File: src/rtl/dp_fifo_arbiter_if.sv
// Handshake and FIFO bundle between NUM_PORTS datapath requesters,
// the DP->VPI request FIFO and the VPI->DP serve FIFO.
interface dp_fifo_arbiter_if #(
  parameter int DATA_WIDTH = 32,
  parameter int ADDR_WIDTH = 31,
  parameter int REQ_WIDTH  = 1 + ADDR_WIDTH + DATA_WIDTH,
  parameter int TID_WIDTH  = 16,
  parameter int NUM_PORTS  = 4,
  parameter int PORT_BITS  = 2
);
  logic [NUM_PORTS-1:0]            req_valid;
  logic [NUM_PORTS*REQ_WIDTH-1:0]  req_data;
  logic [NUM_PORTS-1:0]            req_ready;
  logic [TID_WIDTH+REQ_WIDTH-1:0]  reqf_wr_data;
  logic                            reqf_wr_en;
  logic                            reqf_full;
  logic [TID_WIDTH+DATA_WIDTH-1:0] srvf_rd_data;
  logic                            srvf_rd_en;
  logic                            srvf_empty;
  logic [NUM_PORTS-1:0]            resp_valid;
  logic [DATA_WIDTH-1:0]           resp_data;
  logic [TID_WIDTH-PORT_BITS-1:0]  resp_seq;
  logic [NUM_PORTS-1:0]            resp_ready;
  logic                            err_tid;
  logic [NUM_PORTS*4-1:0]          outstanding;

  modport master (
    output req_valid, req_data, reqf_full,
    output srvf_rd_data, srvf_empty, resp_ready,
    input  req_ready, reqf_wr_data, reqf_wr_en,
    input  srvf_rd_en, resp_valid, resp_data,
    input  resp_seq, err_tid, outstanding
  );

  modport slave (
    input  req_valid, req_data, reqf_full,
    input  srvf_rd_data, srvf_empty, resp_ready,
    output req_ready, reqf_wr_data, reqf_wr_en,
    output srvf_rd_en, resp_valid, resp_data,
    output resp_seq, err_tid, outstanding
  );
endinterface

File: src/rtl/dp_fifo_arbiter.sv
// Round-robin request arbiter with TID tagging, response router FSM
// and per-port outstanding credit counters over a two-FIFO pipe.
module dp_fifo_arbiter #(
  parameter int DATA_WIDTH      = 32,
  parameter int ADDR_WIDTH      = 31,
  parameter int REQ_WIDTH       = 1 + ADDR_WIDTH + DATA_WIDTH,
  parameter int TID_WIDTH       = 16,
  parameter int NUM_PORTS       = 4,
  parameter int PORT_BITS       = 2,
  parameter int MAX_OUTSTANDING = 8
) (
  input logic             clk,
  input logic             rst,
  dp_fifo_arbiter_if.slave bus
);
  localparam int SEQ_W = TID_WIDTH - PORT_BITS;

  localparam logic [1:0] IDLE    = 2'd0;
  localparam logic [1:0] FETCH   = 2'd1;
  localparam logic [1:0] PRESENT = 2'd2;

  logic [PORT_BITS-1:0] rr_ptr;
  logic [PORT_BITS-1:0] gnt_idx;
  logic [PORT_BITS-1:0] idx;
  logic                 found;
  logic                 gnt;
  logic [NUM_PORTS-1:0] elig;
  logic [SEQ_W-1:0]     seq [NUM_PORTS];
  logic [3:0]           cnt [NUM_PORTS];

  logic [1:0]            state;
  logic [TID_WIDTH-1:0]  hold_tid;
  logic [DATA_WIDTH-1:0] hold_data;
  logic [PORT_BITS-1:0]  rsp_port;
  logic                  retire;

  // A port may compete only while it has credit left.
  always_comb begin
    elig = '0;
    for (int i = 0; i < NUM_PORTS; i++)
      elig[i] = bus.req_valid[i] &&
                (cnt[i] < 4'(MAX_OUTSTANDING));
  end

  // First eligible port at or after rr_ptr wins.
  always_comb begin
    found   = 1'b0;
    gnt_idx = '0;
    idx     = '0;
    for (int k = 0; k < NUM_PORTS; k++) begin
      idx = rr_ptr + PORT_BITS'(k);
      if (!found && elig[idx]) begin
        found   = 1'b1;
        gnt_idx = idx;
      end
    end
  end

  assign gnt = found && !bus.reqf_full && !rst;

  // Drive the request FIFO write with the tagged winner.
  always_comb begin
    bus.req_ready    = '0;
    bus.reqf_wr_en   = gnt;
    bus.reqf_wr_data = '0;
    if (gnt) begin
      bus.req_ready[gnt_idx] = 1'b1;
      bus.reqf_wr_data = {gnt_idx, seq[gnt_idx],
        bus.req_data[int'(gnt_idx)*REQ_WIDTH +: REQ_WIDTH]};
    end
  end

  assign rsp_port = hold_tid[TID_WIDTH-1 -: PORT_BITS];
  assign retire   = (state == PRESENT) && bus.resp_ready[rsp_port];

  // Present the held response to its owning port.
  always_comb begin
    bus.resp_valid = '0;
    if (state == PRESENT)
      bus.resp_valid[rsp_port] = 1'b1;
    bus.resp_data  = hold_data;
    bus.resp_seq   = hold_tid[SEQ_W-1:0];
    bus.srvf_rd_en = (state == IDLE) && !bus.srvf_empty && !rst;
    bus.err_tid    = retire && (cnt[rsp_port] == 4'd0);
  end

  // Flatten the credit counters for debug visibility.
  always_comb begin
    bus.outstanding = '0;
    for (int i = 0; i < NUM_PORTS; i++)
      bus.outstanding[i*4 +: 4] = cnt[i];
  end

  // Round-robin pointer and per-port sequence numbers.
  always_ff @(posedge clk) begin
    if (rst) begin
      rr_ptr <= '0;
      for (int i = 0; i < NUM_PORTS; i++)
        seq[i] <= '0;
    end else if (gnt) begin
      rr_ptr       <= gnt_idx + 1'b1;
      seq[gnt_idx] <= seq[gnt_idx] + 1'b1;
    end
  end

  // Credits: +1 on grant, -1 on retire, saturating at zero.
  always_ff @(posedge clk) begin
    for (int i = 0; i < NUM_PORTS; i++) begin
      if (rst) begin
        cnt[i] <= '0;
      end else begin
        if (gnt && gnt_idx == PORT_BITS'(i) &&
            !(retire && rsp_port == PORT_BITS'(i)))
          cnt[i] <= cnt[i] + 4'd1;
        else if (retire && rsp_port == PORT_BITS'(i) &&
                 cnt[i] != 4'd0 &&
                 !(gnt && gnt_idx == PORT_BITS'(i)))
          cnt[i] <= cnt[i] - 4'd1;
      end
    end
  end

  // Pop, capture, then hold the response until its port accepts.
  always_ff @(posedge clk) begin
    if (rst) begin
      state     <= IDLE;
      hold_tid  <= '0;
      hold_data <= '0;
    end else begin
      unique case (state)
        IDLE:
          if (bus.srvf_rd_en) state <= FETCH;
        FETCH: begin
          hold_tid  <= bus.srvf_rd_data[TID_WIDTH+DATA_WIDTH-1 -: TID_WIDTH];
          hold_data <= bus.srvf_rd_data[DATA_WIDTH-1:0];
          state     <= PRESENT;
        end
        PRESENT:
          if (retire) state <= IDLE;
        default:
          state <= IDLE;
      endcase
    end
  end
endmodule

File: src/flat_wrapper.sv
// flat-port wrapper written by rule: the top's interface ports become plain ports
module dp_fifo_arbiter_flat 
#(
  parameter int DATA_WIDTH      = 32,
  parameter int ADDR_WIDTH      = 31,
  parameter int REQ_WIDTH       = 1 + ADDR_WIDTH + DATA_WIDTH,
  parameter int TID_WIDTH       = 16,
  parameter int NUM_PORTS       = 4,
  parameter int PORT_BITS       = 2,
  parameter int MAX_OUTSTANDING = 8
)
  (clk, rst, bus_req_valid, bus_req_data, bus_reqf_full, bus_srvf_rd_data, bus_srvf_empty, bus_resp_ready, bus_req_ready, bus_reqf_wr_data, bus_reqf_wr_en, bus_srvf_rd_en, bus_resp_valid, bus_resp_data, bus_resp_seq, bus_err_tid, bus_outstanding);
  dp_fifo_arbiter_if #(.DATA_WIDTH(DATA_WIDTH), .ADDR_WIDTH(ADDR_WIDTH), .REQ_WIDTH(REQ_WIDTH), .TID_WIDTH(TID_WIDTH), .NUM_PORTS(NUM_PORTS), .PORT_BITS(PORT_BITS)) bus_i ();
  input logic clk;
  input logic rst;
  input wire logic [$bits(bus_i.req_valid)-1:0] bus_req_valid;
  input wire logic [$bits(bus_i.req_data)-1:0] bus_req_data;
  input wire logic [$bits(bus_i.reqf_full)-1:0] bus_reqf_full;
  input wire logic [$bits(bus_i.srvf_rd_data)-1:0] bus_srvf_rd_data;
  input wire logic [$bits(bus_i.srvf_empty)-1:0] bus_srvf_empty;
  input wire logic [$bits(bus_i.resp_ready)-1:0] bus_resp_ready;
  output wire logic [$bits(bus_i.req_ready)-1:0] bus_req_ready;
  output wire logic [$bits(bus_i.reqf_wr_data)-1:0] bus_reqf_wr_data;
  output wire logic [$bits(bus_i.reqf_wr_en)-1:0] bus_reqf_wr_en;
  output wire logic [$bits(bus_i.srvf_rd_en)-1:0] bus_srvf_rd_en;
  output wire logic [$bits(bus_i.resp_valid)-1:0] bus_resp_valid;
  output wire logic [$bits(bus_i.resp_data)-1:0] bus_resp_data;
  output wire logic [$bits(bus_i.resp_seq)-1:0] bus_resp_seq;
  output wire logic [$bits(bus_i.err_tid)-1:0] bus_err_tid;
  output wire logic [$bits(bus_i.outstanding)-1:0] bus_outstanding;
  assign bus_i.req_valid = bus_req_valid;
  assign bus_i.req_data = bus_req_data;
  assign bus_i.reqf_full = bus_reqf_full;
  assign bus_i.srvf_rd_data = bus_srvf_rd_data;
  assign bus_i.srvf_empty = bus_srvf_empty;
  assign bus_i.resp_ready = bus_resp_ready;
  assign bus_req_ready = bus_i.req_ready;
  assign bus_reqf_wr_data = bus_i.reqf_wr_data;
  assign bus_reqf_wr_en = bus_i.reqf_wr_en;
  assign bus_srvf_rd_en = bus_i.srvf_rd_en;
  assign bus_resp_valid = bus_i.resp_valid;
  assign bus_resp_data = bus_i.resp_data;
  assign bus_resp_seq = bus_i.resp_seq;
  assign bus_err_tid = bus_i.err_tid;
  assign bus_outstanding = bus_i.outstanding;
  dp_fifo_arbiter #(.DATA_WIDTH(DATA_WIDTH), .ADDR_WIDTH(ADDR_WIDTH), .REQ_WIDTH(REQ_WIDTH), .TID_WIDTH(TID_WIDTH), .NUM_PORTS(NUM_PORTS), .PORT_BITS(PORT_BITS), .MAX_OUTSTANDING(MAX_OUTSTANDING)) u_core (.clk(clk), .rst(rst), .bus(bus_i));
endmodule
File: config.mk
export PLATFORM = sky130hd
export DESIGN_NAME = dp_fifo_arbiter_flat
export DESIGN_NICKNAME = d
export VERILOG_FILES = /design/src/rtl/dp_fifo_arbiter_if.sv /design/src/rtl/dp_fifo_arbiter.sv /design/src/flat_wrapper.sv
export SDC_FILE = /design/constraint.sdc
export NUM_CORES = 1
export LEC_CHECK = 0
export BUFFER_PORTS_ARGS = -buffer_cell sky130_fd_sc_hd__buf_2
export CAP_MARGIN = 30
export CORE_AREA = 2 2 183 185
export CTS_BUF_LIST = sky130_fd_sc_hd__clkbuf_8
export DETAILED_ROUTE_END_ITERATION = 8
export DIE_AREA = 0 0 185 187
export GPL_TIMING_DRIVEN = 0
export HOLD_SLACK_MARGIN = 0.12
export RECOVER_POWER = 25
export SYNTH_ARGS = -nofsm -noshare
export SYNTH_HDL_FRONTEND = slang
export SYNTH_SLANG_ARGS = --single-unit
File: constraint.sdc
create_clock -name clk -period 7.61 [get_ports clk]
set_input_delay 0.3805 -clock clk [delete_from_list [all_inputs] [get_ports clk]]
set_output_delay 0.3805 -clock clk [all_outputs]
set_load 0.02 [all_outputs]
==> metrics.md <==
| Metric | Value |
|---|---|
| Most frequent cells in the layout | `432 x buf_2, 385 x nand2_1, 143 x nand3_1` |
| Clk_lat worst skew | `0.46 ns` |
| Fillers | `3676` |
| GRT overflow | `0` |
| Setup_tns | `0 ns` |
| DRT Pass-1 Iters | `8` |
| Yosys top cell by area | `edfxtp_1` |
| Antenna-violating nets left | `0` |
| Core area | `32900 um2` |
| Design area | `12300 um2` |
| CP Class | `reg2reg` |
| Yosys synthesis warning count | `0` |
| Worst reg2reg path depth | `18` |
| Max_slew headroom | `0.368` |
| Largest net degree at the start of global routing | `17` |
| Final Max Tran Viols | `0` |
| Hold path cells | `3` |
| IO Count | `469` |
| Die width | `185 um` |
| Max-Cap Viols | `0` |
| Mapped Cells | `1234` |
| Initial DRC count | `846` |
| Placed cell areas | `12000 um2` |
| Setup Fix Bufs, Post-CTS | `0` |
| LEAKAGE | `0.00583 uW` |
| Ratio of cells with drive above 1 in the final layout | `0.301` |
| CTS tree | `yes` |
| CP Launch Point | `u_core.cnt[3][3]` |
| RSZ-0062 raised after global routing | `false` |
| Post-Syn Nets | `1564` |
| Final Skew | `0.0237 ns` |
| Post-DR wirelength/cell | `20.9 um` |
| Worst Hold Class | `in2reg` |
| Finish-stage setup viols | `0` |
| Clock buffer depth | `2` |
| Clock Sinks | `126` |
| Fin. Hold Viols | `0` |
| Vias after detailed routing | `11100` |
| First-pass GRT wire length | `65800 um` |
| Top cells by area, synth | `edfxtp_1 24%, nand2_1 16%, dfxtp_1 12%` |
| Critical Path AT | `4.95 ns` |
| Vias in the first global route | `10600` |
| Site Rows | `67` |
| Power density over the cells | `192 nW/um2` |
| Reg-to-reg slack, setup | `2.86 ns` |
| Routability cong. | `1.02` |
| Synth cell types | `79` |
| Synth async-reset ratio | `0` |
| Number of synthesized flops with an enable pin | `72` |
| Hold path start | `bus_srvf_rd_data[34]` |
| Worst-Margin Slew | `0.948 ns` |
| Initial Utilization | `0.277` |
| Synth top area share | `0.237` |
| Via-to-Cell Ratio | `5.08` |
| DRC violations left | `0` |
| Die Span Y | `187 um` |
| Initial antenna violation count | `5` |
| Fmax achieved | `210 MHz` |
| Die ar. | `34600 um2` |
| Final nets | `2052` |
| Crit Path Max Fanout | `11` |
| Port bufs | `467` |
| Syn Area/Cell | `7.38 um2` |
| Main synth FF type | `edfxtp_1` |
| Worst EP required | `7.81 ns` |
| Multi-input combinational cell area | `5260 um2` |
| #FFs+latches synth | `126` |
| RR Endpoint | `u_core.cnt[2][3]` |
| Final Critical Period | `4.75 ns` |
| RR Startpoint | `u_core.cnt[3][3]` |
| Mapped cell area | `9110 um2` |
| Setup crit start kind | `flop` |
| Routed wire length | `45700 um` |
| Clock-pin transition on the worst setup and hold timing paths | `0.09 ns` |
| CTS Buf Count | `17` |
| Register area share after synthesis | `0.356` |
| Root Buffer | `clkbuf_8` |
| H-tree levels | `4` |
| Final period utilization | `0.624` |
| Hold Path End | `u_core.hold_tid[2]` |
| Reg area | `3240 um2` |
| Run status | `finished clean` |
| Final HPWL DP | `36800 um` |
| Most common cell after layout, fill and taps aside | `buf_2` |
| Area grow syn2layout | `35.3%` |
| Worst IR drop on VDD | `0.106 mV` |
| Tot GR Track Use | `0.255` |
| Critical Path Sink Type | `flop` |
per-layer routing:
layer / wire, um / GRT usage / vias to the layer above
li1: - / - / 5222
met1: 18600 / 0.323 / 5212
met2: 21300 / 0.422 / 603
met3: 4300 / 0.0643 / 68
met4: 1480 / 0.0858 / 4
met5: 22 / 0 / -
worst max-delay path by stage:
stage                                   to  slack, ns
after floorplan           u_core.cnt[2][3]       3.86
after global placement    u_core.cnt[2][3]       2.96
after detailed placement  u_core.cnt[2][3]       2.95
after CTS                 u_core.cnt[2][3]       2.90
after global routing      u_core.cnt[2][3]       2.59
final                     u_core.cnt[2][3]       2.86
where the power goes:
part           switching, uW  total [uW]  leakage [uW]  internal (uW)
clock network            317         580      0.000189            263
registers               46.4         821       0.00119            775
logic                    640         961       0.00445            321
metrics by stage:
| step | hold slack, ns | utilization | setup WS [ns] | power, uW | instances |
|---|---|---|---|---|---|
| 2_1_floorplan | 0.437 | - | 3.86 | 1400 | 1234 |
| 3_3_place_gp | 0.440 | 0.365 | 2.96 | 1780 | 2149 |
| 3_5_place_dp | 0.445 | 0.365 | 2.95 | 1780 | 2149 |
| 4_1_cts | 0.121 | 0.377 | 2.90 | 2370 | 2182 |
| 5_1_grt | 0.120 | 0.375 | 2.59 | 2480 | 2185 |
| 6_report | 0.143 | 0.375 | 2.86 | 2360 | 2185 |
critical path, stage by stage (launching register included):
cell	delay, ns
edfxtp_1	0.53
nor2b_1	0.41
a21oi_1	0.13
nor3_4	0.57
inv_2	0.18
buf_4	0.25
buf_2	0.25
clkbuf_1	0.38
ha_1	0.34
and2_1	0.16
nor3_1	0.18
nand2_1	0.12
inv_1	0.12
ha_1	0.23
a21o_1	0.17
a21oi_1	0.18
xnor2_1	0.10
nand3_1	0.09
o21ai_0	0.08
layout make-up:
cell class	instances	share of cell area
inverters	21	0.00649
flip-flops and latches	126	0.263
clock buffers	17	0.0190
plain buffers	105	0.0428
clock inverters	15	0.0109
repair buffers	469	0.185
diodes	2	0.000406
multi-input cells	982	0.427
well taps	448	0.0455
synth_stat cells (all sizes together), types with 8 or more instances:
cell type	n
a31oi	8
a21oi	64
xor2	16
inv	20
nand2	385
and3	79
ha	13
o21ai	8
nor4	12
clkbuf	53
dfxtp	54
mux2	11
nor2b	8
nor3	14
mux2i	28
nand2b	12
nor2	89
nand3	143
edfxtp	72
a211oi	8
buf	52
flip-flops by register name (all words and copies together) (netlist names), named ones only:
signal	cells
u_core.seq	56
u_core.bus.resp_data	32
u_core.cnt	16
u_core.hold_tid	16
u_core.rr_ptr	2
u_core.state	2
cells by family (layout without fill, tap and decap cells):
kind of cell,Yosys count,in the layout,synth area share
other,0,2,0
AOI/OAI and AO/OA,135,135,0.104
and+or+nand+nor,775,775,0.388
muxes,40,40,0.0472
adders and majority gates,14,14,0.0200
buffers and inverters,126,627,0.0667
xor gates and xnor gates,18,18,0.0181
DFF,126,126,0.356
what timing repair did:
action	4_1_cts	5_1_grt
endpoints found under the hold margin	1	1
resized for setup	0	0
hold buffers	1	1
No activity file was read; power rests on OpenSTA's default activity.
